## src/rtl/transpose_pingpong_ctrl_pkg.sv

```systemverilog
// Shared definitions for the DCT transpose ping-pong bank controller.
package transpose_pingpong_ctrl_pkg;

    localparam int ROWS_DEFAULT  = 8;
    localparam int IDX_W_DEFAULT = 3;

    // Life cycle of one 8x8 bank: rows go in, then columns come out.
    typedef enum logic [1:0] {
        BANK_EMPTY    = 2'd0,
        BANK_FILLING  = 2'd1,
        BANK_FULL     = 2'd2,
        BANK_DRAINING = 2'd3
    } bank_state_e;

    // A bank can take a row until its last row has been written.
    function automatic logic bank_writable(input bank_state_e s);
        return (s == BANK_EMPTY) || (s == BANK_FILLING);
    endfunction

    // A bank can deliver columns from the moment it is completely filled.
    function automatic logic bank_readable(input bank_state_e s);
        return (s == BANK_FULL) || (s == BANK_DRAINING);
    endfunction

endpackage

```

## src/rtl/transpose_pingpong_ctrl_bank_state_fsm.sv

```systemverilog
// Occupancy state of a single transpose bank (one instance per bank).
module bank_state_fsm
    import transpose_pingpong_ctrl_pkg::*;
(
    input  logic clk,
    input  logic rst_n,
    input  logic wr_first,
    input  logic wr_last,
    input  logic rd_first,
    input  logic rd_last,
    output logic writable,
    output logic readable,
    output logic empty
);

    bank_state_e state;
    bank_state_e state_nxt;

    // State register; reset discards whatever partial block the bank held.
    always_ff @(posedge clk or negedge rst_n) begin
        if (!rst_n) begin
            state <= BANK_EMPTY;
        end else begin
            state <= state_nxt;
        end
    end

    // Advance on the first/last row written and the first/last column read.
    always_comb begin
        state_nxt = state;
        case (state)
            BANK_EMPTY: begin
                if (wr_first) begin
                    state_nxt = wr_last ? BANK_FULL : BANK_FILLING;
                end
            end
            BANK_FILLING: begin
                if (wr_last) begin
                    state_nxt = BANK_FULL;
                end
            end
            BANK_FULL: begin
                if (rd_first) begin
                    state_nxt = rd_last ? BANK_EMPTY : BANK_DRAINING;
                end
            end
            BANK_DRAINING: begin
                if (rd_last) begin
                    state_nxt = BANK_EMPTY;
                end
            end
            default: state_nxt = BANK_EMPTY;
        endcase
    end

    assign writable = bank_writable(state);
    assign readable = bank_readable(state);
    assign empty    = (state == BANK_EMPTY);

endmodule

```

## src/rtl/transpose_pingpong_ctrl.sv

```systemverilog
// Ping-pong sequencer for the two 8x8 transpose banks: rows in, columns out.
module transpose_pingpong_ctrl
    import transpose_pingpong_ctrl_pkg::*;
#(
    parameter int ROWS   = ROWS_DEFAULT,
    parameter int IDX_W  = IDX_W_DEFAULT,
    parameter int BCNT_W = 16
) (
    input  logic              i_clk,
    input  logic              i_rst_n,
    input  logic              i_in_valid,
    output logic              o_in_ready,
    output logic [1:0]        o_wr_en,
    output logic [IDX_W-1:0]  o_wr_row,
    input  logic              i_out_ready,
    output logic [1:0]        o_rd_en,
    output logic [IDX_W-1:0]  o_rd_col,
    output logic              o_rd_sel,
    output logic              o_out_valid,
    output logic              o_out_last,
    output logic [BCNT_W-1:0] o_blk_cnt,
    output logic              o_busy
);

    localparam logic [IDX_W-1:0] LAST_IDX = IDX_W'(ROWS - 1);

    logic              wr_sel;
    logic              rd_sel;
    logic [IDX_W-1:0]  wr_cnt;
    logic [IDX_W-1:0]  rd_cnt;
    logic [BCNT_W-1:0] blk_cnt;

    logic [1:0] writable;
    logic [1:0] readable;
    logic [1:0] empty;
    logic [1:0] wr_first;
    logic [1:0] wr_last;
    logic [1:0] rd_first;
    logic [1:0] rd_last;

    logic wr_fire;
    logic rd_fire;
    logic wr_at_end;
    logic rd_at_end;

    logic out_valid_p1;
    logic rd_sel_p1;
    logic out_last_p1;

    // Ready is gated by reset so nothing is accepted while reset is held.
    assign o_in_ready = i_rst_n & writable[wr_sel];
    assign wr_fire    = i_in_valid & o_in_ready;
    assign rd_fire    = readable[rd_sel] & i_out_ready;
    assign wr_at_end  = (wr_cnt == LAST_IDX);
    assign rd_at_end  = (rd_cnt == LAST_IDX);

    assign o_wr_en  = {wr_fire & wr_sel, wr_fire & ~wr_sel};
    assign o_rd_en  = {rd_fire & rd_sel, rd_fire & ~rd_sel};
    assign o_wr_row = wr_cnt;
    assign o_rd_col = rd_cnt;

    // Per-bank events; the strobes already carry the bank selection.
    assign wr_first = o_wr_en & {2{wr_cnt == '0}};
    assign wr_last  = o_wr_en & {2{wr_at_end}};
    assign rd_first = o_rd_en & {2{rd_cnt == '0}};
    assign rd_last  = o_rd_en & {2{rd_at_end}};

    for (genvar b = 0; b < 2; b++) begin : g_bank
        bank_state_fsm u_fsm (
            .clk      (i_clk),
            .rst_n    (i_rst_n),
            .wr_first (wr_first[b]),
            .wr_last  (wr_last[b]),
            .rd_first (rd_first[b]),
            .rd_last  (rd_last[b]),
            .writable (writable[b]),
            .readable (readable[b]),
            .empty    (empty[b])
        );
    end

    // Row counter and write-bank pointer; pauses on input gaps.
    always_ff @(posedge i_clk or negedge i_rst_n) begin
        if (!i_rst_n) begin
            wr_cnt <= '0;
            wr_sel <= 1'b0;
        end else if (wr_fire) begin
            if (wr_at_end) begin
                wr_cnt <= '0;
                wr_sel <= ~wr_sel;
            end else begin
                wr_cnt <= wr_cnt + 1'b1;
            end
        end
    end

    // Column counter, read-bank pointer and drained-block count; pauses without credit.
    always_ff @(posedge i_clk or negedge i_rst_n) begin
        if (!i_rst_n) begin
            rd_cnt  <= '0;
            rd_sel  <= 1'b0;
            blk_cnt <= '0;
        end else if (rd_fire) begin
            if (rd_at_end) begin
                rd_cnt  <= '0;
                rd_sel  <= ~rd_sel;
                blk_cnt <= blk_cnt + 1'b1;
            end else begin
                rd_cnt <= rd_cnt + 1'b1;
            end
        end
    end

    // Stage p0 -> p1: align valid/select/last with the bank read data one cycle later.
    always_ff @(posedge i_clk or negedge i_rst_n) begin
        if (!i_rst_n) begin
            out_valid_p1 <= 1'b0;
            rd_sel_p1    <= 1'b0;
            out_last_p1  <= 1'b0;
        end else begin
            out_valid_p1 <= rd_fire;
            rd_sel_p1    <= rd_sel;
            out_last_p1  <= rd_fire & rd_at_end;
        end
    end

    assign o_out_valid = out_valid_p1;
    assign o_rd_sel    = rd_sel_p1;
    assign o_out_last  = out_last_p1;
    assign o_blk_cnt   = blk_cnt;
    assign o_busy      = ~empty[0] | ~empty[1] | out_valid_p1;

endmodule

```

## config.mk

```make
export PLATFORM = sky130hd
export DESIGN_NAME = transpose_pingpong_ctrl
export DESIGN_NICKNAME = d
export VERILOG_FILES = /design/src/rtl/transpose_pingpong_ctrl_pkg.sv /design/src/rtl/transpose_pingpong_ctrl_bank_state_fsm.sv /design/src/rtl/transpose_pingpong_ctrl.sv
export SDC_FILE = /design/constraint.sdc
export NUM_CORES = 1
export LEC_CHECK = 0
export CAP_MARGIN = 10
export CORE_MARGIN = 2
export CORE_UTILIZATION = 54
export DETAILED_ROUTE_END_ITERATION = 10
export PLACE_DENSITY = 0.84
export RECOVER_POWER = 50
export SETUP_SLACK_MARGIN = 0.1
export SLEW_MARGIN = 20
export SYNTH_ARGS = -nofsm -noshare
export SYNTH_HDL_FRONTEND = slang
export SYNTH_HIERARCHICAL = 1
export SYNTH_SLANG_ARGS = --single-unit
```

## constraint.sdc

```tcl
create_clock -name i_clk -period 5.2 [get_ports i_clk]
set_input_delay 1.56 -clock i_clk [delete_from_list [all_inputs] [get_ports i_clk]]
set_output_delay 1.56 -clock i_clk [all_outputs]
set_load 0.03 [all_outputs]
```

# Yosys cells after proc, flatten, opt, wreduce, memory -nomap -nowiden
# Cells that the tools add are included.
# word_totals
register_bits,31
inputBits,4
out_inout_bits,31
wordCells,81
# op_classes
addsub,3
n_lt_le_gt_ge,2
eq_ne,16
mux,20
bitwise,18
n_reduce_logical,12
# op_table
op,n
$mux 2,12
$add 16x1->16 const B,1
$ne 2x2->1 const B,8
$pmux 2 s4,2
$and 1x1->1,8
$and 2x2->2,4
$eq 2x2->1 const B,4
$reduce_and 4->1,2
$add 3x1->3 const B,2
$eq 3x3->1 const B,2
$logic_not 3->1,2
$mux 3,2
$eq 2x1->1 const B,2
$logic_not 2->1,2
$logic_or 1x1->1,4
$lt 1x2->1 const B,2
$mux 1,4
$not 1->1,4
$reduce_and 2->1,2
$or 1x1->1,2

# Logic depth before layout (Yosys ltp)
# depth
ltp_word,11
depth_mapped,7
mapped_depth_nobuf,6

# Modules after synthesis
# Netlist, hierarchy kept.
# by_module_without_submodules
module,n_inst,cells_each,area_each_um2,seq_area_each_um2
transpose_pingpong_ctrl,1,116,1362.6,675.6
bank_state_fsm,2,12,127.6,50.0

# Worst setup path before layout
# OpenSTA, ideal clock, no wires.
# synth_path
kind,in2out
start,in i_in_valid
end,out o_wr_en[0]
arrival_time_ps,2461
required_time_ps,3640
slack_ps,1179
cell_stages,2
cell_sequence,nand2_1 nor3b_1
# synth_via
elab_chain_len,2
# synth_rtl
element,line,text
from (decl),transpose_pingpong_ctrl.sv:11,"input logic i_in_valid,"
$and 1x1->1,transpose_pingpong_ctrl.sv:52,assign wr_fire = i_in_valid & o_in_ready;
$and 1x1->1,transpose_pingpong_ctrl.sv:57,"assign o_wr_en = {wr_fire & wr_sel, wr_fire & ~wr_sel};"
to (decl),transpose_pingpong_ctrl.sv:13,"output logic [1:0] o_wr_en,"
# No other way between the ends.

# Worst setup path after layout
# layout_path
start,in i_out_ready
end,out o_rd_en[0]
# layout_via
elab_chain_len,2
# layout_rtl
element,line,text
from (decl),transpose_pingpong_ctrl.sv:15,"input logic i_out_ready,"
$and 1x1->1,transpose_pingpong_ctrl.sv:53,assign rd_fire = readable[rd_sel] & i_out_ready;
$and 1x1->1,transpose_pingpong_ctrl.sv:58,"assign o_rd_en = {rd_fire & rd_sel, rd_fire & ~rd_sel};"
to (decl),transpose_pingpong_ctrl.sv:16,"output logic [1:0] o_rd_en,"
# No other way between the ends.

==> metrics list <==
- Walking the worst path, the cells encountered are dlygate4sd3_1 -> nand2b_1 -> nor2_1 -> clkdlybuf4s50_1.
- Post-route insts no fill: 210
- From bottom edge to top edge, the die measures roughly 60 um.
- Slew HR: 61.3%
- The worst setup path is launched from a primary input.
* P&R area growth vs syn: 22.6%
* Number of clock sinks: 31
- For this block, the initial DRC count from the detailed router was 55.
- Starting density of the core: between 50 and 60%
- Worst path top cell family by delay: buffers and inverters
* Status: finished, violations left
* Count of final hold-check violations: 0
* Clock share of power: around 15%
- Kind of critical path: primary input to primary output
* Number of vias after detailed routing: ~1200
- Aggregate routed wire length: 3110 um
- In this run the deepest clock path goes through 2 buffers.
* Final number of max-transition violations: 0
- TNS Setup: 0 ps
- Die area: between 3000 and 4000 um^2
- The critical path contains buffers and inverters numbering 2 combined.
- DRC violation count after routing: 2
* Gr usage total: about a fifth
- Die X-Extent: a little under 60 um
- The initial antenna violation count came to 0.
- Int Pwr: roughly 0.00050 W
- Synth Instances: 140
* Average via count per standard cell: around 5.6
- Of the available clock period, the critical path in the final layout requires approximately nine tenths.
- Worst Min Path Start: o_blk_cnt[15]
* Post-CTS Setup Bufs: 0
- Last weighted congestion value of the routability-driven placer: 0.754
- Depth of the most critical reg-to-reg path: 6
- Startpoint of the most critical register-to-register path: o_rd_col[0]
- On the worst path, the slowest cell contributes a delay of between 600 and 700 ps.
- Final setup violation count: 0
- Hold Path Stages: 1
- Worst-case vdd ir drop: 241 uV
- Yosys Warn Count: 6
* Top-level I/O count: 35
- H-tree depth: 2
- Across all register-to-register paths, the minimum setup slack is between 3000 and 4000 ps.
- IO buf count: 34
- Psw: about 0.00034 W
* Post-Syn Area: between 1500 and 2000 um^2
* Remaining antenna violation count: 0
- Critical R2R Capture: o_blk_cnt[13]
- Number of cells after detailed placement: between 200 and 250
* Synthesized area per cell: about 12 um^2
- Setup repair after global routing left no endpoint under its margin.
* Largest net degree at the start of global routing: 33
- Worst-Margin Slew: about 580 ps
* Overflow left after global routing: 0
- The analysis attributes to cell leakage a power of 0.918 nW.
- Along the worst path, the maximum fanout reaches 7.
* Post-synthesis sequential area ratio: a little under half
* Sequential cell fraction of total power: a little over two fifths
- Share of Yosys cell area claimed by the top area cell type: between 40% and 50%
- In this run the power density over the cells is about 420 nW/um^2.
- Post-Route Skew: 11.8 ps
- The first global-routing pass estimated ~5500 um of wire.
* Routed length per placed instance: 14.8 um
* Switching Fraction: about two fifths
- The floorplan has 19 rows.
- In this run, CTS created clock tree buffers numbering 5.
- Sort of element at the end of the critical path: primary output
* Detailed Place HPWL: 2340 um
* Tmin final: roughly 4600 ps
* Via count of the first global-routing pass: roughly 1200
- At the later pin of the worst-skew pair, clock insertion delay measures 320 ps.
- Max-capacitance violation count: 0
- After synthesis the netlist holds a flip-flop and latch count of 31.
- The net count of the finished layout is 189.
- Cell with the largest stage delay on the worst path: sky130_fd_sc_hd__clkdlybuf4s50_1
* Violated checks: design-rule violations
- Ratio of cells with drive above 1 in the final layout: approximately an eighth
- Data on the critical path is required at its endpoint by 3640 ps.
- Core footprint: approximately 2800 um^2
* Number of hold-repair buffers added at the cts stage: 0
* Clock tree from TritonCTS: done
* Clock-pin slew on the worst setup and hold paths: about 90 ps
- When the netlist entered floorplanning its net count stood at between 150 and 200.
* Endpoint of the worst hold path: o_blk_cnt[15]
* Leading post-synthesis cells by cell area: sky130_fd_sc_hd__dfrtp_1, sky130_fd_sc_hd__xnor2_1, sky130_fd_sc_hd__ha_1
* Part of the power in combinational logic: 41.5%
- The min-delay analysis places its worst path in the category register to register.
* Antenna cell count: 0
- Derived from the worst setup path, the maximum achievable clock frequency is between 200 and 250 MHz.
* Endpoint arrival time on the critical path: 3080 ps
* Dominant cell type by area after synthesis: sky130_fd_sc_hd__dfrtp_1
- Number of cells upsized or downsized after cts: 0
* Clk Tree Root Cell: sky130_fd_sc_hd__clkbuf_4
- The number of different library cells used by synthesis comes to 37.
- The first TritonRoute pass finished after 7 iterations.
## cell type report
cell class | count | area, um^2
clock buffers | 7 | 45.0
clock inverters | 1 | 5.00
fillers | 203 | 822
inverters | 7 | 26.3
multi-input cells | 98 | 752
flip-flops and latches | 31 | 776
well taps | 31 | 38.8
repair buffers | 35 | 340
## layer usage
layer  global-route usage, %  wire length (um)  vias up
li1                        -                 -      556
met1                    26.6              1350      576
met2                    34.3              1590       31
met3                    4.84               130        4
met4                    7.47                45        0
met5                       0                 0        -
## flip-flops by register name, summed over array words and instances, names as in the netlist
| signal | cells |
|---|---|
| o_rd_sel | 1 |
| o_blk_cnt | 16 |
| o_wr_row | 3 |
| rd_sel | 1 |
| o_out_last | 1 |
| o_rd_col | 3 |
| o_out_valid | 1 |
| g_bank.u_fsm/state | 4 |
| wr_sel | 1 |
## how the worst max path moves through the flow
stage | startpoint | depth (start not counted) | end
2_1_floorplan | i_in_valid | 2 | o_wr_en[0]
3_3_place_gp | i_out_ready | 3 | o_rd_en[1]
3_5_place_dp | i_out_ready | 3 | o_rd_en[1]
4_1_cts | i_out_ready | 3 | o_rd_en[1]
5_1_grt | i_out_ready | 4 | o_rd_en[0]
6_report | i_out_ready | 4 | o_rd_en[0]
## placed cells by master (no fill, tap or decap), drive strengths merged, types with 2 or more instances in the layout
cell type / instances
o21a: 4
nor4: 2
o21ai: 5
clkbuf: 7
nand4: 3
ha: 7
dlygate4sd3: 2
buf: 4
xnor2: 11
nand2b: 2
and3: 4
and2: 3
nand2: 10
a21o: 2
xor2: 5
inv: 7
clkdlybuf4s50: 29
mux2: 5
dfrtp: 31
nor3: 5
nand3: 9
nor2: 8
nor2b: 2
mux2i: 6
## synth_stat cells
cell	count
sky130_fd_sc_hd__nor4b_1	1
sky130_fd_sc_hd__nand2_1	10
sky130_fd_sc_hd__nor3_2	1
sky130_fd_sc_hd__nand3_1	8
sky130_fd_sc_hd__nand4_1	3
sky130_fd_sc_hd__inv_1	7
sky130_fd_sc_hd__and2_1	3
sky130_fd_sc_hd__o21ai_2	1
sky130_fd_sc_hd__and3b_1	1
sky130_fd_sc_hd__dfrtp_1	31
sky130_fd_sc_hd__nor4_4	2
sky130_fd_sc_hd__nor2_1	7
sky130_fd_sc_hd__nand2b_4	1
sky130_fd_sc_hd__o21a_1	4
sky130_fd_sc_hd__xor2_1	5
sky130_fd_sc_hd__mux2_2	3
sky130_fd_sc_hd__nor3_4	1
sky130_fd_sc_hd__mux2_4	2
sky130_fd_sc_hd__xnor2_1	11
sky130_fd_sc_hd__nand2b_1	1
sky130_fd_sc_hd__nand3_2	1
sky130_fd_sc_hd__nor3b_1	1
sky130_fd_sc_hd__or3b_1	1
sky130_fd_sc_hd__buf_6	2
sky130_fd_sc_hd__mux2i_1	5
sky130_fd_sc_hd__a21o_2	1
sky130_fd_sc_hd__clkbuf_1	2
sky130_fd_sc_hd__a21o_1	1
sky130_fd_sc_hd__o21ai_0	4
sky130_fd_sc_hd__ha_1	7
sky130_fd_sc_hd__nand3b_1	1
sky130_fd_sc_hd__mux2i_4	1
sky130_fd_sc_hd__nor2_4	1
sky130_fd_sc_hd__and3_1	3
sky130_fd_sc_hd__and3_2	1
sky130_fd_sc_hd__nor3_1	3
sky130_fd_sc_hd__nor2b_1	2
## per-stage QoR
| stage | utilization (%) | setup slack [ps] | cell area [um^2] | hold slack (ps) | total power (W) |
|---|---|---|---|---|---|
| final | 70.7 | 564 | 1980 | 473 | 0.000841 |
| after CTS | 71.9 | 654 | 2020 | 479 | 0.000865 |
| after global routing | 70.7 | 494 | 1980 | 492 | 0.000902 |
| after detailed placement | 70.1 | 658 | 1970 | 466 | 0.000733 |
| after floorplan | - | 1180 | 1620 | 503 | 0.000611 |
| after global placement | 70.1 | 673 | 1970 | 461 | 0.000715 |
## power by group through the flow
stage	registers [W]	clock network (W)	logic, W
floorplan	0.000411	0	0.000200
global placement	0.000362	0	0.000353
CTS	0.000364	0.000134	0.000367
global route	0.000374	0.000145	0.000383
finish	0.000363	0.000129	0.000349
detailed placement	0.000368	0	0.000366
## worst register-to-register path: stages (launching register included)
cell	delay [ps]
sky130_fd_sc_hd__dfrtp_1	420
sky130_fd_sc_hd__ha_1	170
sky130_fd_sc_hd__ha_1	200
sky130_fd_sc_hd__nand2_1	230
sky130_fd_sc_hd__nor3_1	560
sky130_fd_sc_hd__nand4_1	230
sky130_fd_sc_hd__xnor2_1	170
## kinds of logic (layout without fill, tap and decap cells)
group	Yosys count	in the layout	share of synthesized area, %
and+or+nand+nor	53	53	21.4
DFF	31	31	48.0
xor gates and xnor gates	16	16	8.66
AOI/OAI and AO/OA	11	11	4.64
muxes	11	11	8.43
buffers and inverters	11	50	3.48
adders and majority gates	7	7	5.41
Note: power is estimated with default switching activity, not from simulation.
